## src/rtl/shiftreg_arbiter.sv

```systemverilog
// rtl/shiftreg_arbiter.sv - four-requester arbiter feeding single bytes to a 74hc595 shift-register driver
// Define SHIFTREG_ARB_FIXED_PRIO_EN for fixed lowest-index-wins arbitration; default build is round-robin.
`timescale 1ns/1ps
module shiftreg_arbiter #(
  parameter int unsigned WDOG_CYCLES = 255
) (
  input  logic        i_clk,
  input  logic        i_rst,
  input  logic [3:0]  i_Req,
  input  logic [31:0] i_Data,
  output logic [3:0]  o_Ack,
  output logic [3:0]  o_Done,
  output logic        o_Busy,
  output logic        o_Timeout,
  output logic [7:0]  o_SR_Data,
  output logic        o_SR_Enable,
  input  logic        i_SR_Ready
);

  typedef enum logic [2:0] {
    IDLE       = 3'd0,
    ISSUE      = 3'd1,
    WAIT_BUSY  = 3'd2,
    WAIT_READY = 3'd3,
    DONE       = 3'd4
  } state_t;

  state_t      state_q;
  logic [1:0]  winner_q;
  logic [15:0] wdog_q;
  logic [3:0]  ack_q;
  logic [3:0]  done_q;
  logic        busy_q;
  logic        timeout_q;
  logic        enable_q;
  logic [7:0]  data_q;

  logic [1:0]  winner_d;
  logic        grant_d;
  logic [15:0] wdog_d;
  logic        wdog_hit_d;

  function automatic logic [3:0] onehot(input logic [1:0] idx);
    onehot = 4'b0001 << idx;
  endfunction

`ifdef SHIFTREG_ARB_FIXED_PRIO_EN
  always_comb begin
    winner_d = 2'd0;
    grant_d  = |i_Req;
    for (int k = 3; k >= 0; k--) begin
      if (i_Req[k]) winner_d = 2'(k);
    end
  end
`else
  logic [1:0] last_q;
  logic [1:0] rr_idx;

  // Walk from the farthest candidate to the nearest so the slot right after
  // the previous winner is the last assignment and therefore wins.
  always_comb begin
    winner_d = 2'd0;
    grant_d  = 1'b0;
    rr_idx   = last_q;
    for (int k = 4; k >= 1; k--) begin
      rr_idx = last_q + 2'(k);
      if (i_Req[rr_idx]) begin
        winner_d = rr_idx;
        grant_d  = 1'b1;
      end
    end
  end
`endif

  always_comb begin
    wdog_d     = (wdog_q == 16'hFFFF) ? wdog_q : wdog_q + 16'd1;
    wdog_hit_d = ({16'd0, wdog_d} >= WDOG_CYCLES);
  end

  always_ff @(posedge i_clk) begin
    if (i_rst) begin
      state_q   <= IDLE;
      winner_q  <= 2'd0;
      wdog_q    <= 16'd0;
      ack_q     <= 4'd0;
      done_q    <= 4'd0;
      busy_q    <= 1'b0;
      timeout_q <= 1'b0;
      enable_q  <= 1'b0;
      data_q    <= 8'h00;
`ifndef SHIFTREG_ARB_FIXED_PRIO_EN
      last_q    <= 2'd3;
`endif
    end else begin
      ack_q     <= 4'd0;
      done_q    <= 4'd0;
      timeout_q <= 1'b0;
      enable_q  <= 1'b0;
      case (state_q)
        IDLE: begin
          if (grant_d && i_SR_Ready) begin
            winner_q <= winner_d;
            data_q   <= i_Data[{winner_d, 3'b000} +: 8];
            enable_q <= 1'b1;
            ack_q    <= onehot(winner_d);
            busy_q   <= 1'b1;
            state_q  <= ISSUE;
`ifndef SHIFTREG_ARB_FIXED_PRIO_EN
            last_q   <= winner_d;
`endif
          end
        end
        ISSUE: begin
          wdog_q  <= 16'd0;
          state_q <= WAIT_BUSY;
        end
        // Driver progress takes precedence over a watchdog expiring the same cycle.
        WAIT_BUSY: begin
          wdog_q <= wdog_d;
          if (!i_SR_Ready) begin
            state_q <= WAIT_READY;
          end else if (wdog_hit_d) begin
            timeout_q <= 1'b1;
            done_q    <= onehot(winner_q);
            busy_q    <= 1'b0;
            state_q   <= IDLE;
          end
        end
        WAIT_READY: begin
          wdog_q <= wdog_d;
          if (i_SR_Ready) begin
            done_q  <= onehot(winner_q);
            state_q <= DONE;
          end else if (wdog_hit_d) begin
            timeout_q <= 1'b1;
            done_q    <= onehot(winner_q);
            busy_q    <= 1'b0;
            state_q   <= IDLE;
          end
        end
        DONE: begin
          busy_q  <= 1'b0;
          state_q <= IDLE;
        end
        default: begin
          busy_q  <= 1'b0;
          state_q <= IDLE;
        end
      endcase
    end
  end

  always_ff @(posedge i_clk) begin
    if (!i_rst) begin
      assert ($onehot0(ack_q));
      assert ($onehot0(done_q));
    end
  end

  assign o_Ack       = ack_q;
  assign o_Done      = done_q;
  assign o_Busy      = busy_q;
  assign o_Timeout   = timeout_q;
  assign o_SR_Data   = data_q;
  assign o_SR_Enable = enable_q;

endmodule

```

## config.mk

```make
export PLATFORM = sky130hd
export DESIGN_NAME = shiftreg_arbiter
export DESIGN_NICKNAME = d
export VERILOG_FILES = /design/src/rtl/shiftreg_arbiter.sv
export SDC_FILE = /design/constraint.sdc
export NUM_CORES = 1
export LEC_CHECK = 0
export CORE_ASPECT_RATIO = 2
export CORE_MARGIN = 2
export CORE_UTILIZATION = 49
export CTS_CLUSTER_DIAMETER = 30
export DETAILED_ROUTE_END_ITERATION = 10
export HOLD_SLACK_MARGIN = 0.1
export PLACE_DENSITY = 0.91
export SYNTH_ARGS = -nofsm -noshare
export SYNTH_HDL_FRONTEND = slang
export SYNTH_SLANG_ARGS = --single-unit
export TNS_END_PERCENT = 100
```

## constraint.sdc

```tcl
create_clock -name i_clk -period 2.73 [get_ports i_clk]
set_input_delay 0.819 -clock i_clk [delete_from_list [all_inputs] [get_ports i_clk]]
set_output_delay 0.819 -clock i_clk [all_outputs]
set_load 0.02 [all_outputs]
```

=== Yosys cells after proc, flatten, opt, wreduce, memory -nomap -nowiden ===
Index checks and enable logic that the tools add are counted.

* Memories kept: 0
* Memory bits (read-only): 0
* Bits of input ports: 39
* Output and inout bits: 19
* Register bits after elaboration: 42
* Bits in latches: 0
* Bits in writable memories: 0
* Word-level logic and storage cells: 77

* Multipliers: 0
* Magnitude comparators: 5
* Divide/modulo/power cells: 0
* Add/subtract/negate cells: 4
* Reductions and logical operators: 8
* Shift-type cells: 3
* Equal/unequal tests: 7
* Bitwise logic cells: 3
* Mux-type cells: 37

{| class="wikitable"
|+ Operator list
! operator !! count
|-
| one-hot mux 16 bit (2 select lines) || 1
|-
| indexed part select 32 x 6 -> 8 bit || 1
|-
| adder 16 x 1 -> 16 bit (second input constant) || 1
|-
| == test 16 bit (second input constant) || 1
|-
| greater-or-equal comparator 16 x 8 -> 1 bit (second input constant) || 1
|-
| 2-to-1 mux 1 bit || 16
|-
| 2-to-1 mux 16 bit || 1
|-
| < comparator 2 x 3 -> 1 bit (second input constant) || 4
|-
| 2-to-1 mux 3 bit || 4
|-
| 2-to-1 mux 4 bit || 3
|-
| one-hot mux 3 bit (4 select lines) || 1
|-
| binary-select mux 1 bit (select 2 bit) || 4
|-
| 2-to-1 mux 2 bit || 4
|-
| one-hot mux 4 bit (2 select lines) || 1
|-
| << shifter 1 x 2 -> 4 bit (first input constant) || 2
|-
| == test 3 x 2 -> 1 bit (second input constant) || 2
|-
| != test 2 bit (second input constant) || 3
|-
| adder 2 bit (second input constant) || 2
|-
| one-hot mux 1 bit (4 select lines) || 1
|-
| AND reduction 4 bit || 1
|-
| OR reduction 2 bit || 2
|-
| == test 3 x 1 -> 1 bit (second input constant) || 1
|-
| logical NOT 3 bit || 1
|-
| inverter 1 bit || 3
|-
| 6 further kinds || 6
|}

=== Longest topological paths before layout ===
Gate-level depths: netlist of run 1.

* Depth in word-level cells: 9
* Depth in mapped cells: 9
* Depth with buffers taken out: 8

=== Worst setup path before layout of run 1 ===
OpenSTA, ideal clock, no wires.

* Kind: register to register
* Start point: register wdog_q[0]
* End point: register done_q[1] (netlist: o_Done[1])
* Data required time: 2,642 ps
* Cell stages (with the launch flop): 9
* Period minus slack after synthesis: 2,324 ps
* Slack: 406 ps
* Setup time: 88 ps
* Arrival time: 2,237 ps
* Path through: dfxtp_1 -> ha_1 -> nand3_1 -> nor4_1 -> mux2_2 -> nand4_1 -> a31oi_2 -> maj3_2 -> nor4b_2

* Cells in the longest elaborated chain, start to end: 6
* Elaborated cells between the ends (all ways): 8

{| class="wikitable"
|+ RTL lines
! element !! line !! source
|-
| start, declared || 30 || <nowiki>logic [15:0] wdog_q;</nowiki>
|-
| start signal, assigned || 119 || <nowiki>wdog_q <= wdog_d;</nowiki>
|-
| start signal, assigned || 130 || <nowiki>wdog_q <= wdog_d;</nowiki>
|-
| adder 16 x 1 -> 16 bit or == test 16 bit (tied branches) || 76 || <nowiki>wdog_d = (wdog_q == 16'hFFFF) ? wdog_q : wdog_q + 16'd1;</nowiki>
|-
| 2-to-1 mux 16 bit * || 76 ||
|-
| greater-or-equal comparator 16 x 8 -> 1 bit * || 77 || <nowiki>wdog_hit_d = ({16'd0, wdog_d} >= WDOG_CYCLES);</nowiki>
|-
| 2-to-1 mux 4 bit * || 122, 134 ||
|-
| 2-to-1 mux 4 bit, on equally long branches || 131, 120 ||
|-
| one-hot mux 4 bit (2 select lines) * || 99 || <nowiki>case (state_q)</nowiki>
|-
| end signal, assigned || 124 || <nowiki>done_q <= onehot(winner_q);</nowiki>
|-
| end signal, assigned || 132 || <nowiki>done_q <= onehot(winner_q);</nowiki>
|-
| end signal, assigned || 136 || <nowiki>done_q <= onehot(winner_q);</nowiki>
|-
| end, declared || 32 || <nowiki>logic [3:0] done_q;</nowiki>
|}

Every way passes the cells marked *; elsewhere a longest branch is shown, timed or not.
A chain may end at the register's enable or synchronous reset.

=== Worst setup path after layout of run 1 ===
Same ends and word-level chain as after synthesis.

==> run summary, run 1 <==
power per unit of standard cell area: 498 nW/um^2
area added between synthesis and finish: 36.8%
Synth Area in Compound Gates: 20.6%
number of global-route vias before repair: 2310
setup TNS: 0 ns
drt wl/cell: 15.7 um
path class of the lowest-slack min-delay path: reg2reg
TritonCTS clock tree: done
number of top-level design ports: 58
share of final-layout standard cells stronger than drive strength 1: 14.6%
num rows: 35
cell area after layout: 3180 um^2
core outline area: 4600 um^2
Resized cells post-CTS: 0
minimum clock period after layout: 2.57 ns
number of failing setup endpoints in the final timing report: 0
Die Wd: 52.7 um
highest net fanout along the worst path: 6
diodes inserted: 0
maximum buffer depth of the clock tree: 2
cell chain of the critical path: ha_1 > nand3_1 > nor4_2 > mux2_2 > nand4_1 > a31oi_4 > maj3_2 > nor4b_2
maximum capacitance violations: 0
post-placement cell area: 3040 um^2
Vias: 2396
final setup skew: 0.0163 ns
fraction of the cycle the final worst path needs: 94.2%
library cell with the largest summed area after synthesis: sky130_fd_sc_hd__dfxtp_1
worst-path cell with the longest stage delay: sky130_fd_sc_hd__nor4_2
unrepaired setup endpoints after global routing: no
vertical die dimension: 101 um
Synth Instances: 287
Fin. Hold Viols: 0
number of inserted filler cells in the final layout: 358
setup repair bufs after CTS: 0
arrival time of data at the critical path endpoint: 2.78 ns
kind of cell adding the most delay to the critical path: simple AND/OR/NAND/NOR gates
adder-cell share of the synthesized area: 1.02%
Skew-Pair Late Insertion Delay: 0.31 ns
nature of the critical path endpoint: register
Worst Setup Slack, final: 0.158 ns
share of cell area taken by muxes after synthesis: 9.58%
vias per cell: 5.92
Synth Area in XOR/XNOR: 0.753%
total clock sinks: 42
worst path buffer plus inverter count: 0
Startpoint Class: register
largest incremental delay on the critical path: 0.40 ns
per-instance average area after synthesis: 8.10 um^2
most frequent standard cell in the layout excluding fill and tap cells: sky130_fd_sc_hd__clkdlybuf4s50_1
sequential cell area fraction in the yosys report: 36.2%
pre-CTS setup slack: -0.233 ns
Initial Utilization: 50.6%
CP Class: reg2reg
antenna violations before repair: 0
drt total wl: 6350 um
EDFF count, synth: 0
clock transition time at the flip-flop clock pins of the worst setup and hold paths: 0.09 ns
worst-case headroom to the max-slew limit: 47.3%
result of the run: finished, final reports clean
Ys Warns: 0
H-Tree Depth: 2
DR pass1 iterations: 5
placed wire-length estimate after detailed placement: 4830 um
simple-gate area share of the yosys netlist: 27.5%
top achievable clock speed: 389 MHz
setup slack, reg-to-reg: 0.16 ns
top cells by area, synth: sky130_fd_sc_hd__dfxtp_1, sky130_fd_sc_hd__nor2_1, sky130_fd_sc_hd__a21oi_1
area fraction of the dominant cell type after synthesis: 36.2%
required time worst endpoint: 2.94 ns
cell at the root of the clock tree: sky130_fd_sc_hd__clkbuf_8
P_leak: 1.14 nW
GRT Util Overall: 25.4%
number of I/O port buffers: 57
number of nets with antenna violations after detailed routing: 0
Synth cell types: 50
hold-fix buffers at CTS: 0
wire length of the first global-routing pass: 10100 um
DRC violation count after routing: 0
Num CTS Buffers: 5
top library cells by usage in the layout, fill and taps aside: sky130_fd_sc_hd__clkdlybuf4s50_1, sky130_fd_sc_hd__dfxtp_1, sky130_fd_sc_hd__nor2_1, sky130_fd_sc_hd__nand2_1, sky130_fd_sc_hd__a21oi_1
Congestion Overflow GR: 0
Peak VDD IR: 0.386 mV
largest family of logic cells by synthesized area: simple AND/OR/NAND/NOR gates
DRT iter0 DRCs: 47
Yosys reg bits: 42
Final Max Slew Viols: 0
largest net degree at the start of global routing: 22
Synth Cell Area: 2320 um^2
share of synthesized flip-flops with an asynchronous set or reset: 0%
Nets: 389
gp weighted congestion: 0.921
most instantiated flip-flop cell in the synthesis netlist: sky130_fd_sc_hd__dfxtp_1
area of the die: 5340 um^2
number of nets in the synthesized netlist: 327
slew of the pin with the lowest slew margin: 0.789 ns
==> layer usage <==
layer | vias up | wire (um) | track usage [%]
met5 | - | 0 | 0
met4 | 0 | 318 | 17.8
met3 | 29 | 301 | 5.16
met2 | 80 | 3580 | 46.7
met1 | 1118 | 2140 | 23.3
li1 | 1169 | - | -
==> final timing paths <==
kind,startpoint,end,depth (start not counted)
max,wdog_q[0]$_SDFFE_PP0P_,o_Done[1]$_SDFF_PP0_,8
min reg2reg,o_SR_Data[2]$_SDFFE_PP0P_,o_SR_Data[2]$_SDFFE_PP0P_,2
max reg2reg,wdog_q[0]$_SDFFE_PP0P_,o_Done[1]$_SDFF_PP0_,8
min,o_SR_Data[2]$_SDFFE_PP0P_,o_SR_Data[2]$_SDFFE_PP0P_,2
==> stage by stage <==
step	cells	util (%)	total power [mW]	hold WS, ns
6_report	405	69.2	1.58	0.458
5_1_grt	405	69.2	1.65	0.473
3_3_place_gp	397	66.1	1.08	0.441
4_1_cts	405	68.4	1.58	0.458
3_5_place_dp	397	66.1	1.10	0.447
2_1_floorplan	287	-	0.920	0.467
==> state kept, by name (all words and copies together) (netlist names) <==
| signal | count |
|---|---|
| o_Busy | 1 |
| o_SR_Data | 8 |
| state_q | 3 |
| wdog_q | 16 |
| o_Done | 4 |
| o_Ack | 4 |
| o_SR_Enable | 1 |
| winner_q | 2 |
| last_q | 2 |
| o_Timeout | 1 |
==> kinds of logic after synthesis <==
group / Yosys count
muxes: 21
buffers and inverters: 26
xor gates and xnor gates: 2
adders and majority gates: 2
DFF: 42
and+or+nand+nor: 123
AOI/OAI and AO/OA: 71
==> worst register-to-register path, stage by stage (launching register included) <==
cell and delay [ns]:
sky130_fd_sc_hd__dfxtp_1 0.35, sky130_fd_sc_hd__ha_1 0.26, sky130_fd_sc_hd__nand3_1 0.23, sky130_fd_sc_hd__nor4_2 0.40
sky130_fd_sc_hd__mux2_2 0.37, sky130_fd_sc_hd__nand4_1 0.16, sky130_fd_sc_hd__a31oi_4 0.08, sky130_fd_sc_hd__maj3_2 0.39
sky130_fd_sc_hd__nor4b_2 0.24
==> layout make-up <==
class	instances	area, um^2	area share (%)
Inverter	7	26.3	0.826
Multi-Input combinational cell	219	1430	44.9
Clock inverter	1	30.0	0.944
Sequential cell	42	841	26.4
Tap cell	55	68.8	2.16
Clock buffer	7	76.3	2.40
Timing Repair Buffer	74	711	22.3
==> power by group <==
group	switching (mW)	internal, mW	total, mW	leakage [nW]
clock	0.220	0.274	0.494	0.0524
combinational	0.213	0.199	0.412	0.750
sequential	0.0302	0.648	0.678	0.342
==> synth_stat cells, types with 2 or more instances <==
library cell and number:
sky130_fd_sc_hd__or2_2 3, sky130_fd_sc_hd__nor3_1 10, sky130_fd_sc_hd__nand4_1 5, sky130_fd_sc_hd__nand2b_1 7
sky130_fd_sc_hd__dfxtp_1 42, sky130_fd_sc_hd__a31oi_1 3, sky130_fd_sc_hd__a21oi_1 23, sky130_fd_sc_hd__buf_2 3
sky130_fd_sc_hd__mux2_2 10, sky130_fd_sc_hd__o221ai_1 2, sky130_fd_sc_hd__a311oi_1 3, sky130_fd_sc_hd__nand3_2 2
sky130_fd_sc_hd__and4_1 2, sky130_fd_sc_hd__mux2i_1 11, sky130_fd_sc_hd__nor2_1 31, sky130_fd_sc_hd__o211ai_1 9
sky130_fd_sc_hd__a211oi_1 6, sky130_fd_sc_hd__nor4_1 5, sky130_fd_sc_hd__o22ai_1 2, sky130_fd_sc_hd__clkbuf_1 15
sky130_fd_sc_hd__o21ai_0 13, sky130_fd_sc_hd__inv_1 7, sky130_fd_sc_hd__and3_1 2, sky130_fd_sc_hd__nand2_1 30
sky130_fd_sc_hd__nor4b_2 2, sky130_fd_sc_hd__nand3_1 13, sky130_fd_sc_hd__a22o_1 2, sky130_fd_sc_hd__and2_1 2
Power figures use the tool's default switching activity.
==> run 2: changes to the inputs <==
Settings changed: CORE_UTILIZATION 49 to 44, PLACE_DENSITY 0.91 to 0.87.
Clock period 2.73 ns to 2.36 ns, I/O delays scaled along.
==> run summary, run 2 (synthesis results as in run 1) <==
result of the run: finished, final reports clean (unchanged)
power per unit of standard cell area: 513 nW/um^2 (was 498 nW/um^2)
diodes inserted: 0 (unchanged)
largest incremental delay on the critical path: 0.63 ns (was 0.40 ns)
Initial Utilization: 45.2% (was 50.6%)
drt wl/cell: 18.3 um (was 15.7 um)
P_leak: 1.47 nW (was 1.14 nW)
number of nets with antenna violations after detailed routing: 0 (unchanged)
Fin. Hold Viols: 0 (unchanged)
number of flip-flops under the largest register name: 16 (unchanged)
Most common cell on crit path: sky130_fd_sc_hd__a21oi_1
portion of total power attributed to the clock network: 25.8% (was 31.2%)
final standard cell count with taps included and fillers excluded: 451 (was 405)
number of global-route vias before repair: 2605 (was 2310)
power share of the combinational group: 32.6% (was 26.0%)
drt total wl: 8240 um (was 6350 um)
number of failing setup endpoints in the final timing report: 0 (unchanged)
Pint: 1.30 mW (was 1.12 mW)
number of top-level design ports: 58 (unchanged)
GRT Util Overall: 23.7% (was 25.4%)
num rows: 37 (was 35)
Vias: 2759 (was 2396)
core outline area: 5140 um^2 (was 4600 um^2)
fraction of the cycle the final worst path needs: 99.9%
minimum clock period after layout: 2.36 ns
number of I/O port buffers: 57 (unchanged)
placed wire-length estimate after detailed placement: 5230 um (was 4830 um)
slew of the pin with the lowest slew margin: 0.728 ns (was 0.789 ns)
switching power as a share of total power: 31.7% (was 29.3%)
most frequent standard cell in the layout excluding fill and tap cells: sky130_fd_sc_hd__clkdlybuf4s50_1 (unchanged)
clock transition time at the flip-flop clock pins of the worst setup and hold paths: 0.08 ns (was 0.09 ns)
Min-Delay Path Depth: 2 (unchanged)
required time worst endpoint: 2.59 ns (was 2.94 ns)
count of cells along the worst register-to-register path: 8 (unchanged)
Startpoint Class: primary input (was register)
maximum buffer depth of the clock tree: 2 (unchanged)
number of inserted filler cells in the final layout: 319 (was 358)
worst-path cell with the longest stage delay: sky130_fd_sc_hd__a211oi_2 (was sky130_fd_sc_hd__nor4_2)
final setup skew: 0.00881 ns (was 0.0163 ns)
path class of the lowest-slack min-delay path: reg2reg (unchanged)
worst-case headroom to the max-slew limit: 51.3% (was 47.3%)
cell chain of the critical path: clkdlybuf4s50_1 > nand2b_1 > a21oi_1 > a211oi_2 > o211ai_1 > a21oi_1 (was ha_1 > nand3_1 > nor4_2 > mux2_2 > nand4_1 > a31oi_4 > maj3_2 > nor4b_2)
Die Wd: 55.4 um (was 52.7 um)
DRC violation count after routing: 0 (unchanged)
DRT iter0 DRCs: 141 (was 47)
Peak VDD IR: 0.519 mV (was 0.386 mV)
Nets: 432 (was 389)
final core area utilization: 72.0% (was 69.2%)
gp weighted congestion: 0.987 (was 0.921)
Skew-Pair Late Insertion Delay: 0.31 ns (about the same)
DR pass1 iterations: 5 (unchanged)
Num CTS Buffers: 5 (unchanged)
largest net degree at the start of global routing: 22 (unchanged)
vertical die dimension: 107 um (was 101 um)
wire length of the first global-routing pass: 11200 um (was 10100 um)
net switching power figure: 0.601 mW (was 0.463 mW)
pre-CTS setup slack: -0.516 ns (was -0.233 ns)
H-Tree Depth: 2 (unchanged)
total power: 1.90 mW (was 1.58 mW)
area of the die: 5920 um^2 (was 5340 um^2)
total clock sinks: 42 (unchanged)
Congestion Overflow GR: 0 (unchanged)
Worst Setup Slack, final: 0.00275 ns (was 0.158 ns)
setup TNS: 0 ns (unchanged)
top library cells by usage in the layout, fill and taps aside: sky130_fd_sc_hd__clkdlybuf4s50_1, sky130_fd_sc_hd__buf_4, sky130_fd_sc_hd__dfxtp_1, sky130_fd_sc_hd__nor2_1, sky130_fd_sc_hd__nand2_1 (was sky130_fd_sc_hd__clkdlybuf4s50_1, sky130_fd_sc_hd__dfxtp_1, sky130_fd_sc_hd__nor2_1, sky130_fd_sc_hd__nand2_1, sky130_fd_sc_hd__a21oi_1)
nature of the critical path endpoint: register (unchanged)
vias per cell: 6.12 (was 5.92)
antenna violations before repair: 0 (unchanged)
top achievable clock speed: 424 MHz
area added between synthesis and finish: 59.2% (was 36.8%)
TritonCTS clock tree: done (unchanged)
arrival time of data at the critical path endpoint: 2.58 ns (was 2.78 ns)
CP Class: in2reg (was reg2reg)
Placed Instances: 428 (was 397)
highest net fanout along the worst path: 10 (was 6)
Final Max Slew Viols: 0 (unchanged)
register share of total power: 41.6% (was 42.8%)
Largest Register: wdog_q (unchanged)
cell at the root of the clock tree: sky130_fd_sc_hd__clkbuf_8 (unchanged)
maximum capacitance violations: 0 (unchanged)
share of final-layout standard cells stronger than drive strength 1: 30.0% (was 14.6%)
## run 2: timing repair
action	in CTS	in global routing
endpoints found under the setup margin	16	17
hold buffers	0	0
setup buffers	1	11
pin swaps	3	14
resized for setup	9	34
gates cloned	0	3
## run 2: routing by layer
layer / up-vias / GRT usage [%] / part of all wire [%]
li1: 1257 / - / -
met1: 1337 / 20.7 / 33
met2: 124 / 48.0 / 57
met3: 41 / 2.90 / 3.5
met4: 0 / 15.2 / 5.7
met5: - / 0 / 0
## run 2: power by group through the flow
stage / logic (mW) / clock network [mW] / registers (mW)
after global routing: 0.661 / 0.515 / 0.794
after detailed placement: 0.503 / 0 / 0.800
final: 0.620 / 0.489 / 0.791
after CTS: 0.512 / 0.486 / 0.785
after global placement: 0.490 / 0 / 0.797
after floorplan: 0.243 / 0 / 0.820
## run 2: path summary, 6_finish.rpt
path                                                start  slack, ns                   endpoint
worst max-delay path                             i_Req[2]      0.003  o_SR_Data[3]$_SDFFE_PP0P_
worst min-delay path            o_SR_Data[6]$_SDFFE_PP0P_       0.47  o_SR_Data[6]$_SDFFE_PP0P_
worst max register to register    wdog_q[10]$_SDFFE_PP0P_       0.05       o_Done[2]$_SDFF_PP0_
worst min register to register  o_SR_Data[6]$_SDFFE_PP0P_       0.47  o_SR_Data[6]$_SDFFE_PP0P_
## run 2: worst max-delay path, delay by kind of cell
kind / cells / cell delay [ns]
compound gates: 4 / 1.23
buf+inv: 1 / 0.53
simple gates: 1 / 0.12
## run 2: area by class of cell
| class | count | area [um^2] | share of cell area (%) |
|---|---|---|---|
| Timing Repair Buffer | 116 | 1090 | 29.6 |
| Tap cell | 58 | 72.6 | 1.96 |
| Clock buffer | 7 | 86.3 | 2.33 |
| Sequential cell | 42 | 861 | 23.3 |
| Multi-Input combinational cell | 220 | 1560 | 42.0 |
| Inverter | 7 | 26.3 | 0.710 |
| Clock inverter | 1 | 5.00 | 0.135 |
## run 2: stage by stage
step | hold WS (ns) | area [um^2]
after floorplan | 0.467 | 2320
after global placement | 0.442 | 3270
after detailed placement | 0.454 | 3270
after CTS | 0.467 | 3410
after global routing | 0.499 | 3700
final | 0.468 | 3700
